### config.mk
export PLATFORM = sky130hd
export DESIGN_NAME = mem_arbiter_flat
export DESIGN_NICKNAME = d
export VERILOG_FILES = /design/src/rtl/mem_arb_pkg.sv /design/src/rtl/mem_arbiter_if.sv /design/src/rtl/mem_addr_decode.sv /design/src/rtl/mem_arbiter.sv /design/src/flat_wrapper.sv
export SDC_FILE = /design/constraint.sdc
export NUM_CORES = 1
export LEC_CHECK = 0
export CORE_AREA = 2 2 141 143
export DETAILED_ROUTE_END_ITERATION = 6
export DIE_AREA = 0 0 143 145
export PLACE_DENSITY = 0.56
export SYNTH_ARGS = -nofsm -noshare
export SYNTH_HDL_FRONTEND = slang
export SYNTH_SLANG_ARGS = --single-unit
### constraint.sdc
create_clock -name clk_i -period 1.8 [get_ports clk_i]
set_input_delay 0.18 -clock clk_i [delete_from_list [all_inputs] [get_ports clk_i]]
set_output_delay 0.18 -clock clk_i [all_outputs]
set_load 0.005 [all_outputs]
### src/rtl/mem_arb_pkg.sv
// Shared types and default address map for the two-host memory arbiter.
package mem_arb_pkg;

  typedef enum logic [1:0] {
    TGT_SRAM,
    TGT_HWREG,
    TGT_NONE
  } tgt_e;

  typedef enum logic {
    HOST_INSTR,
    HOST_DATA
  } host_e;

  typedef struct packed {
    logic  valid;
    host_e host;
    tgt_e  tgt;
  } rsp_t;

  localparam logic [31:0] DEF_MEM_START  = 32'h0000_0000;
  localparam logic [31:0] DEF_MEM_MASK   = 32'h0003_FFFF;
  localparam logic [15:0] DEF_HWREG_BASE = 16'hFF00;

  // Counter must hold 0..limit and never collapse to zero width.
  function automatic int cnt_width(input int limit);
    return (limit < 1) ? 1 : $clog2(limit + 1);
  endfunction

endpackage

### src/rtl/mem_arbiter_if.sv
// Host and target bus bundle of the memory arbiter; suffixes are from the arbiter's view.
// Handshake: a host request is accepted in the cycle its gnt is high (combinational with req);
// exactly one cycle later rvalid pulses with rdata/err. Targets see a one-cycle req and answer
// with rvalid in the following cycle; there is no back-pressure anywhere.
interface mem_arbiter_if;
  logic        instr_req_i;
  logic [31:0] instr_addr_i;
  logic        instr_gnt_o;
  logic        instr_rvalid_o;
  logic        instr_err_o;
  logic [31:0] instr_rdata_o;

  logic        data_req_i;
  logic        data_we_i;
  logic [3:0]  data_be_i;
  logic [31:0] data_addr_i;
  logic [31:0] data_wdata_i;
  logic        data_gnt_o;
  logic        data_rvalid_o;
  logic        data_err_o;
  logic [31:0] data_rdata_o;

  logic        sram_req_o;
  logic        sram_we_o;
  logic [3:0]  sram_be_o;
  logic [31:0] sram_addr_o;
  logic [31:0] sram_wdata_o;
  logic        sram_rvalid_i;
  logic [31:0] sram_rdata_i;

  logic        hwreg_req_o;
  logic        hwreg_we_o;
  logic [15:0] hwreg_addr_o;
  logic [31:0] hwreg_wdata_o;
  logic        hwreg_rvalid_i;
  logic [31:0] hwreg_rdata_i;

  modport slave (
    input  instr_req_i, instr_addr_i,
    output instr_gnt_o, instr_rvalid_o, instr_err_o, instr_rdata_o,
    input  data_req_i, data_we_i, data_be_i, data_addr_i, data_wdata_i,
    output data_gnt_o, data_rvalid_o, data_err_o, data_rdata_o,
    output sram_req_o, sram_we_o, sram_be_o, sram_addr_o, sram_wdata_o,
    input  sram_rvalid_i, sram_rdata_i,
    output hwreg_req_o, hwreg_we_o, hwreg_addr_o, hwreg_wdata_o,
    input  hwreg_rvalid_i, hwreg_rdata_i
  );

  modport master (
    output instr_req_i, instr_addr_i,
    input  instr_gnt_o, instr_rvalid_o, instr_err_o, instr_rdata_o,
    output data_req_i, data_we_i, data_be_i, data_addr_i, data_wdata_i,
    input  data_gnt_o, data_rvalid_o, data_err_o, data_rdata_o,
    input  sram_req_o, sram_we_o, sram_be_o, sram_addr_o, sram_wdata_o,
    output sram_rvalid_i, sram_rdata_i,
    input  hwreg_req_o, hwreg_we_o, hwreg_addr_o, hwreg_wdata_o,
    output hwreg_rvalid_i, hwreg_rdata_i
  );
endinterface

### src/rtl/mem_addr_decode.sv
// Maps a host address onto SRAM, the hardware-register window, or nothing.
module mem_addr_decode
  import mem_arb_pkg::*;
#(
  parameter logic [31:0] MEM_START   = DEF_MEM_START,
  parameter logic [31:0] MEM_MASK    = DEF_MEM_MASK,
  parameter logic [15:0] HWREG_BASE  = DEF_HWREG_BASE,
  parameter bit          ALLOW_HWREG = 1'b1
) (
  input  logic [31:0] addr_i,
  output tgt_e        tgt_o
);

  // SRAM wins if a misconfigured map lets the two windows overlap.
  always_comb begin
    tgt_o = TGT_NONE;
    if ((addr_i & ~MEM_MASK) == MEM_START) begin
      tgt_o = TGT_SRAM;
    end else if (ALLOW_HWREG && (addr_i[31:16] == HWREG_BASE)) begin
      tgt_o = TGT_HWREG;
    end
  end

endmodule

### src/rtl/mem_arbiter.sv
// Two-host (fetch, load/store) arbiter onto SRAM and a hardware-register window,
// with a fetch starvation guard and a single-cycle response pipeline.
module mem_arbiter
  import mem_arb_pkg::*;
#(
  parameter logic [31:0] MEM_START    = DEF_MEM_START,
  parameter logic [31:0] MEM_MASK     = DEF_MEM_MASK,
  parameter logic [15:0] HWREG_BASE   = DEF_HWREG_BASE,
  parameter int          STARVE_LIMIT = 4
) (
  input  logic              clk_i,
  input  logic              rst_ni,
  mem_arbiter_if.slave      bus,
  output logic [7:0]        starve_cnt_o
);

  localparam int CNT_W = cnt_width(STARVE_LIMIT);
  localparam logic [CNT_W-1:0] CNT_MAX = CNT_W'(STARVE_LIMIT);

  tgt_e instr_tgt;
  tgt_e data_tgt;

  mem_addr_decode #(
    .MEM_START  (MEM_START),
    .MEM_MASK   (MEM_MASK),
    .HWREG_BASE (HWREG_BASE),
    .ALLOW_HWREG(1'b0)
  ) u_instr_dec (
    .addr_i(bus.instr_addr_i),
    .tgt_o (instr_tgt)
  );

  mem_addr_decode #(
    .MEM_START  (MEM_START),
    .MEM_MASK   (MEM_MASK),
    .HWREG_BASE (HWREG_BASE),
    .ALLOW_HWREG(1'b1)
  ) u_data_dec (
    .addr_i(bus.data_addr_i),
    .tgt_o (data_tgt)
  );

  logic [CNT_W-1:0] cnt_q, cnt_d;
  rsp_t             rsp_q, rsp_d;

  logic        force_instr;
  logic        instr_gnt;
  logic        data_gnt;
  logic        any_gnt;
  host_e       sel_host;
  tgt_e        sel_tgt;
  logic [31:0] sel_addr;
  logic [31:0] sel_wdata;
  logic [3:0]  sel_be;
  logic        sel_we;

  // Grants are gated by rst_ni so nothing is accepted while reset is held.
  assign force_instr = (STARVE_LIMIT != 0) && (cnt_q == CNT_MAX);
  assign instr_gnt   = rst_ni && bus.instr_req_i && (!bus.data_req_i || force_instr);
  assign data_gnt    = rst_ni && bus.data_req_i && !instr_gnt;
  assign any_gnt     = instr_gnt || data_gnt;

  always_comb begin
    sel_host  = HOST_INSTR;
    sel_tgt   = instr_tgt;
    sel_addr  = bus.instr_addr_i;
    sel_wdata = 32'h0;
    sel_be    = 4'hF;
    sel_we    = 1'b0;
    if (data_gnt) begin
      sel_host  = HOST_DATA;
      sel_tgt   = data_tgt;
      sel_addr  = bus.data_addr_i;
      sel_wdata = bus.data_wdata_i;
      sel_be    = bus.data_be_i;
      sel_we    = bus.data_we_i;
    end
  end

  assign bus.instr_gnt_o   = instr_gnt;
  assign bus.data_gnt_o    = data_gnt;

  assign bus.sram_req_o    = any_gnt && (sel_tgt == TGT_SRAM);
  assign bus.sram_we_o     = sel_we;
  assign bus.sram_be_o     = sel_be;
  assign bus.sram_addr_o   = sel_addr;
  assign bus.sram_wdata_o  = sel_wdata;

  assign bus.hwreg_req_o   = any_gnt && (sel_tgt == TGT_HWREG);
  assign bus.hwreg_we_o    = sel_we;
  assign bus.hwreg_addr_o  = sel_addr[15:0];
  assign bus.hwreg_wdata_o = sel_wdata;

  always_comb begin
    cnt_d = cnt_q;
    if (instr_gnt) begin
      cnt_d = '0;
    end else if (bus.instr_req_i && (cnt_q != CNT_MAX)) begin
      cnt_d = cnt_q + 1'b1;
    end
  end

  always_comb begin
    rsp_d.valid = any_gnt;
    rsp_d.host  = sel_host;
    rsp_d.tgt   = sel_tgt;
  end

  always_ff @(posedge clk_i or negedge rst_ni) begin
    if (!rst_ni) begin
      cnt_q <= '0;
      rsp_q <= '{valid: 1'b0, host: HOST_INSTR, tgt: TGT_NONE};
    end else begin
      cnt_q <= cnt_d;
      rsp_q <= rsp_d;
    end
  end

  assign starve_cnt_o = 8'(cnt_q);

  logic [31:0] rsp_rdata;
  logic        rsp_err;

  // A target rvalid only matters while a captured response is live.
  always_comb begin
    rsp_rdata = 32'h0;
    rsp_err   = 1'b1;
    unique case (rsp_q.tgt)
      TGT_SRAM: begin
        rsp_rdata = bus.sram_rdata_i;
        rsp_err   = !bus.sram_rvalid_i;
      end
      TGT_HWREG: begin
        rsp_rdata = bus.hwreg_rdata_i;
        rsp_err   = !bus.hwreg_rvalid_i;
      end
      default: begin
        rsp_rdata = 32'h0;
        rsp_err   = 1'b1;
      end
    endcase
  end

  assign bus.instr_rvalid_o = rsp_q.valid && (rsp_q.host == HOST_INSTR);
  assign bus.data_rvalid_o  = rsp_q.valid && (rsp_q.host == HOST_DATA);
  assign bus.instr_err_o    = bus.instr_rvalid_o && rsp_err;
  assign bus.data_err_o     = bus.data_rvalid_o && rsp_err;
  assign bus.instr_rdata_o  = rsp_rdata;
  assign bus.data_rdata_o   = rsp_rdata;

endmodule

### src/flat_wrapper.sv
// flat-port wrapper written by rule: the top's interface ports become plain ports
module mem_arbiter_flat import mem_arb_pkg::*;
#(
  parameter logic [31:0] MEM_START    = DEF_MEM_START,
  parameter logic [31:0] MEM_MASK     = DEF_MEM_MASK,
  parameter logic [15:0] HWREG_BASE   = DEF_HWREG_BASE,
  parameter int          STARVE_LIMIT = 4
)
  (clk_i, rst_ni, starve_cnt_o, bus_instr_req_i, bus_instr_addr_i, bus_instr_gnt_o, bus_instr_rvalid_o, bus_instr_err_o, bus_instr_rdata_o, bus_data_req_i, bus_data_we_i, bus_data_be_i, bus_data_addr_i, bus_data_wdata_i, bus_data_gnt_o, bus_data_rvalid_o, bus_data_err_o, bus_data_rdata_o, bus_sram_req_o, bus_sram_we_o, bus_sram_be_o, bus_sram_addr_o, bus_sram_wdata_o, bus_sram_rvalid_i, bus_sram_rdata_i, bus_hwreg_req_o, bus_hwreg_we_o, bus_hwreg_addr_o, bus_hwreg_wdata_o, bus_hwreg_rvalid_i, bus_hwreg_rdata_i);
  mem_arbiter_if bus_i ();
  input  logic clk_i;
  input  logic rst_ni;
  output logic [7:0] starve_cnt_o;
  input wire logic [$bits(bus_i.instr_req_i)-1:0] bus_instr_req_i;
  input wire logic [$bits(bus_i.instr_addr_i)-1:0] bus_instr_addr_i;
  output wire logic [$bits(bus_i.instr_gnt_o)-1:0] bus_instr_gnt_o;
  output wire logic [$bits(bus_i.instr_rvalid_o)-1:0] bus_instr_rvalid_o;
  output wire logic [$bits(bus_i.instr_err_o)-1:0] bus_instr_err_o;
  output wire logic [$bits(bus_i.instr_rdata_o)-1:0] bus_instr_rdata_o;
  input wire logic [$bits(bus_i.data_req_i)-1:0] bus_data_req_i;
  input wire logic [$bits(bus_i.data_we_i)-1:0] bus_data_we_i;
  input wire logic [$bits(bus_i.data_be_i)-1:0] bus_data_be_i;
  input wire logic [$bits(bus_i.data_addr_i)-1:0] bus_data_addr_i;
  input wire logic [$bits(bus_i.data_wdata_i)-1:0] bus_data_wdata_i;
  output wire logic [$bits(bus_i.data_gnt_o)-1:0] bus_data_gnt_o;
  output wire logic [$bits(bus_i.data_rvalid_o)-1:0] bus_data_rvalid_o;
  output wire logic [$bits(bus_i.data_err_o)-1:0] bus_data_err_o;
  output wire logic [$bits(bus_i.data_rdata_o)-1:0] bus_data_rdata_o;
  output wire logic [$bits(bus_i.sram_req_o)-1:0] bus_sram_req_o;
  output wire logic [$bits(bus_i.sram_we_o)-1:0] bus_sram_we_o;
  output wire logic [$bits(bus_i.sram_be_o)-1:0] bus_sram_be_o;
  output wire logic [$bits(bus_i.sram_addr_o)-1:0] bus_sram_addr_o;
  output wire logic [$bits(bus_i.sram_wdata_o)-1:0] bus_sram_wdata_o;
  input wire logic [$bits(bus_i.sram_rvalid_i)-1:0] bus_sram_rvalid_i;
  input wire logic [$bits(bus_i.sram_rdata_i)-1:0] bus_sram_rdata_i;
  output wire logic [$bits(bus_i.hwreg_req_o)-1:0] bus_hwreg_req_o;
  output wire logic [$bits(bus_i.hwreg_we_o)-1:0] bus_hwreg_we_o;
  output wire logic [$bits(bus_i.hwreg_addr_o)-1:0] bus_hwreg_addr_o;
  output wire logic [$bits(bus_i.hwreg_wdata_o)-1:0] bus_hwreg_wdata_o;
  input wire logic [$bits(bus_i.hwreg_rvalid_i)-1:0] bus_hwreg_rvalid_i;
  input wire logic [$bits(bus_i.hwreg_rdata_i)-1:0] bus_hwreg_rdata_i;
  assign bus_i.instr_req_i = bus_instr_req_i;
  assign bus_i.instr_addr_i = bus_instr_addr_i;
  assign bus_instr_gnt_o = bus_i.instr_gnt_o;
  assign bus_instr_rvalid_o = bus_i.instr_rvalid_o;
  assign bus_instr_err_o = bus_i.instr_err_o;
  assign bus_instr_rdata_o = bus_i.instr_rdata_o;
  assign bus_i.data_req_i = bus_data_req_i;
  assign bus_i.data_we_i = bus_data_we_i;
  assign bus_i.data_be_i = bus_data_be_i;
  assign bus_i.data_addr_i = bus_data_addr_i;
  assign bus_i.data_wdata_i = bus_data_wdata_i;
  assign bus_data_gnt_o = bus_i.data_gnt_o;
  assign bus_data_rvalid_o = bus_i.data_rvalid_o;
  assign bus_data_err_o = bus_i.data_err_o;
  assign bus_data_rdata_o = bus_i.data_rdata_o;
  assign bus_sram_req_o = bus_i.sram_req_o;
  assign bus_sram_we_o = bus_i.sram_we_o;
  assign bus_sram_be_o = bus_i.sram_be_o;
  assign bus_sram_addr_o = bus_i.sram_addr_o;
  assign bus_sram_wdata_o = bus_i.sram_wdata_o;
  assign bus_i.sram_rvalid_i = bus_sram_rvalid_i;
  assign bus_i.sram_rdata_i = bus_sram_rdata_i;
  assign bus_hwreg_req_o = bus_i.hwreg_req_o;
  assign bus_hwreg_we_o = bus_i.hwreg_we_o;
  assign bus_hwreg_addr_o = bus_i.hwreg_addr_o;
  assign bus_hwreg_wdata_o = bus_i.hwreg_wdata_o;
  assign bus_i.hwreg_rvalid_i = bus_hwreg_rvalid_i;
  assign bus_i.hwreg_rdata_i = bus_hwreg_rdata_i;
  mem_arbiter #(.MEM_START(MEM_START), .MEM_MASK(MEM_MASK), .HWREG_BASE(HWREG_BASE), .STARVE_LIMIT(STARVE_LIMIT)) u_core (.clk_i(clk_i), .rst_ni(rst_ni), .bus(bus_i), .starve_cnt_o(starve_cnt_o));
endmodule
==> impl_metrics.json <==
{
  "p_leak_uw": 0.00320,
  "max_cap_viol_count": 0,
  "multiInputGateArea_sq_mm": 0.00166,
  "power_density_mw_per_mm2": 392,
  "synthFlopType": "dfrtp_1",
  "drc": 0,
  "drt_iter0_markers": 53,
  "io_buffer_count": 363,
  "synthToLayoutAreaGrowth_pct": 207,
  "dp_cells": 862,
  "post-route-util_pct": 35.6,
  "place_area_sq_mm": 0.00588,
  "final_max_slew_viol_count": 0,
  "grt.overflow.total": 0,
  "stdcell_count": 915,
  "die_w_um": 143,
  "grtUsageTotal_pct": 12.0,
  "via_per_inst": 3.56,
  "std_cell_rows": 51,
  "rsz0062_at_grt": "yes",
  "final.setup_skew_ps": 1.12,
  "clock-sinks": 7,
  "wire_per_inst_um": 14.8,
  "finalHoldViolations": 0,
  "cp.arrival_ps": 1850,
  "fin_crit_ps": 2030,
  "pre_cts_ws_ps": -771,
  "final-seq-area_sq_um": 178,
  "finalSetupViolations": 105,
  "violations": "setup timing",
  "cts_buffer_depth": 2,
  "timing.setup.critical_path_class": "reg -> out",
  "ctsHtreeMaxLevel": 1,
  "die_height_um": 145,
  "clk_latency_ps": 230,
  "syn_inst": 288,
  "grt_pass1_wl_um": 19600,
  "fin_area_sq_mm": 0.00685,
  "synth_area_sq_mm": 0.00223,
  "vias": 3259,
  "ys_ff_latch": 7,
  "synth-seq-area-share_pct": 7.90,
  "timing.final.crit_share_pct": 113,
  "hp-class": "in -> async",
  "ir_worst_vdd_v": 0.000310,
  "routed_wl_um": 13500,
  "drt-pass1-iter-count": 4,
  "die_area_sq_mm": 0.0207,
  "start_kind": "flop",
  "clock.fmax_mhz": 491,
  "yosysWarningCount": 0,
  "root_buffer": "clkbuf_16",
  "initial_utilization_pct": 11.6,
  "cts_tree": "yes",
  "antenna_left": 0,
  "grt_antenna_before_repair": 0,
  "synth.distinct_cells": 30,
  "crit_fanout": 8,
  "syn_avg_cell_area_sq_um": 7.75,
  "synth_edf_count": 0,
  "worst_slack_ps": -235,
  "cts_buffers": 3,
  "grt_pass1_vias": 3484,
  "grt_max_degree": 25,
  "async_flop_share_pct": 100,
  "fillers": 1969,
  "core_region_area_sq_mm": 0.0192,
  "place_congestion": 0.758,
  "status": "finished, violations left",
  "clkTransAtPathRegs_ps": 40,
  "final_nets": 824,
  "layout-drive-gt1-share_pct": 52.5,
  "insertedDiodeCount": 0,
  "dp_hpwl_um": 10800,
  "end_kind": "output pin",
  "required_ps": 1620,
  "ios": 369
}
-- sequential cells by signal (all words and copies together) (netlist names) --
register / flops
u_core.rsp_q: 4
u_core.cnt_q: 3
-- cells in the final DEF, fill, tap and decap left out, drive strengths merged, types with 4 or more instances in the layout --
master         count
and2              34
buf              220
clkbuf            29
clkdlybuf4s15      4
clkdlybuf4s50    173
conb               5
dfrtp              6
dlygate4sd2       30
dlymetal6s2s       4
mux2              32
mux2i             33
nand2              7
nand2b             4
nor2              35
nor4               7
-- cell usage after synthesis, types with 3 or more instances --
master,number,share of area (%)
nor2b_1,3,0.84
and2_1,34,9.5
mux2i_1,33,15
dfrtp_1,6,6.7
buf_2,6,1.3
clkbuf_1,7,1.2
nand2b_1,4,1.1
nor4_1,7,2.0
buf_4,89,30
a21oi_1,3,0.67
nand2_1,7,1.2
nor2_1,35,5.9
mux2_2,31,16
-- worst paths after layout --
check,depth (start not counted),end,slack [ps],startpoint
setup / recovery,8,bus_hwreg_addr_o[14],-230,u_core.cnt_q[0]$_DFFE_PN0P_
max in group asynchronous,2,u_core.rsp_q[1]$_DFF_PN1_,1320,rst_ni
hold / removal,2,u_core.cnt_q[2]$_DFFE_PN0P_,270,rst_ni
min in group clk_i,3,u_core.cnt_q[1]$_DFFE_PN0P_,670,u_core.cnt_q[1]$_DFFE_PN0P_
hold reg to reg,3,u_core.cnt_q[1]$_DFFE_PN0P_,670,u_core.cnt_q[1]$_DFFE_PN0P_
setup reg to reg,7,u_core.rsp_q[1]$_DFF_PN1_,260,u_core.cnt_q[0]$_DFFE_PN0P_
-- cell type report --
cell class | count | area share [%]
timing repair buffer | 456 | 67.1
multi-input combinational | 181 | 24.2
tap | 265 | 4.84
sequential | 7 | 2.60
clock buffer | 4 | 1.15
inverter | 2 | 0.110
-- worst max-delay path, cell delays in order (launching register included) --
cell	delay (ps)
dfrtp_1	350
inv_2	60
ha_4	160
a31oi_4	200
buf_12	170
buf_12	130
buf_6	100
mux2_4	320
buf_6	120
-- per-layer routing --
| layer | wire, um | GRT usage [%] | up-vias |
|---|---|---|---|
| met4 | 94 | 0.990 | 0 |
| met5 | 0 | 0 | - |
| met2 | 7070 | 23.6 | 210 |
| li1 | - | - | 1588 |
| met1 | 5000 | 13.3 | 1457 |
| met3 | 1380 | 2.97 | 4 |
-- where the power goes --
group	leakage, uW	switching [uW]	internal (uW)
registers	0.0000856	27.0	197
logic	0.00308	682	1400
clock network	0.0000382	85.8	295
total	0.00320	794	1890
-- logic make-up after synthesis --
logic type / Yosys count / synth area share, %
AOI/OAI and AO/OA: 8 / 2.80
xor gates and xnor gates: 1 / 0.392
adders and majority gates: 2 / 1.12
buffers and inverters: 104 / 32.8
DFF: 7 / 7.90
muxes: 65 / 30.9
other: 1 / 0.168
and+or+nand+nor: 100 / 23.9
-- what timing repair did --
item,4_1_cts,5_1_grt
pin swaps,48,30
endpoints found under the setup margin,180,156
hold buffers,0,0
setup buffers,38,15
hold endpoints to repair,0,0
gates resized for setup,758,126
gates cloned,6,0
-- metrics by stage --
step | setup TNS, ps | total power [uW] | hold slack, ps
floorplan | 0 | 821 | -116
global placement | -50500 | 1930 | 509
detailed placement | -50060 | 1920 | 506
CTS | -17460 | 2670 | 268
global route | -19760 | 2850 | 281
finish | -12690 | 2680 | 266
(Power assumes the default switching activity.)
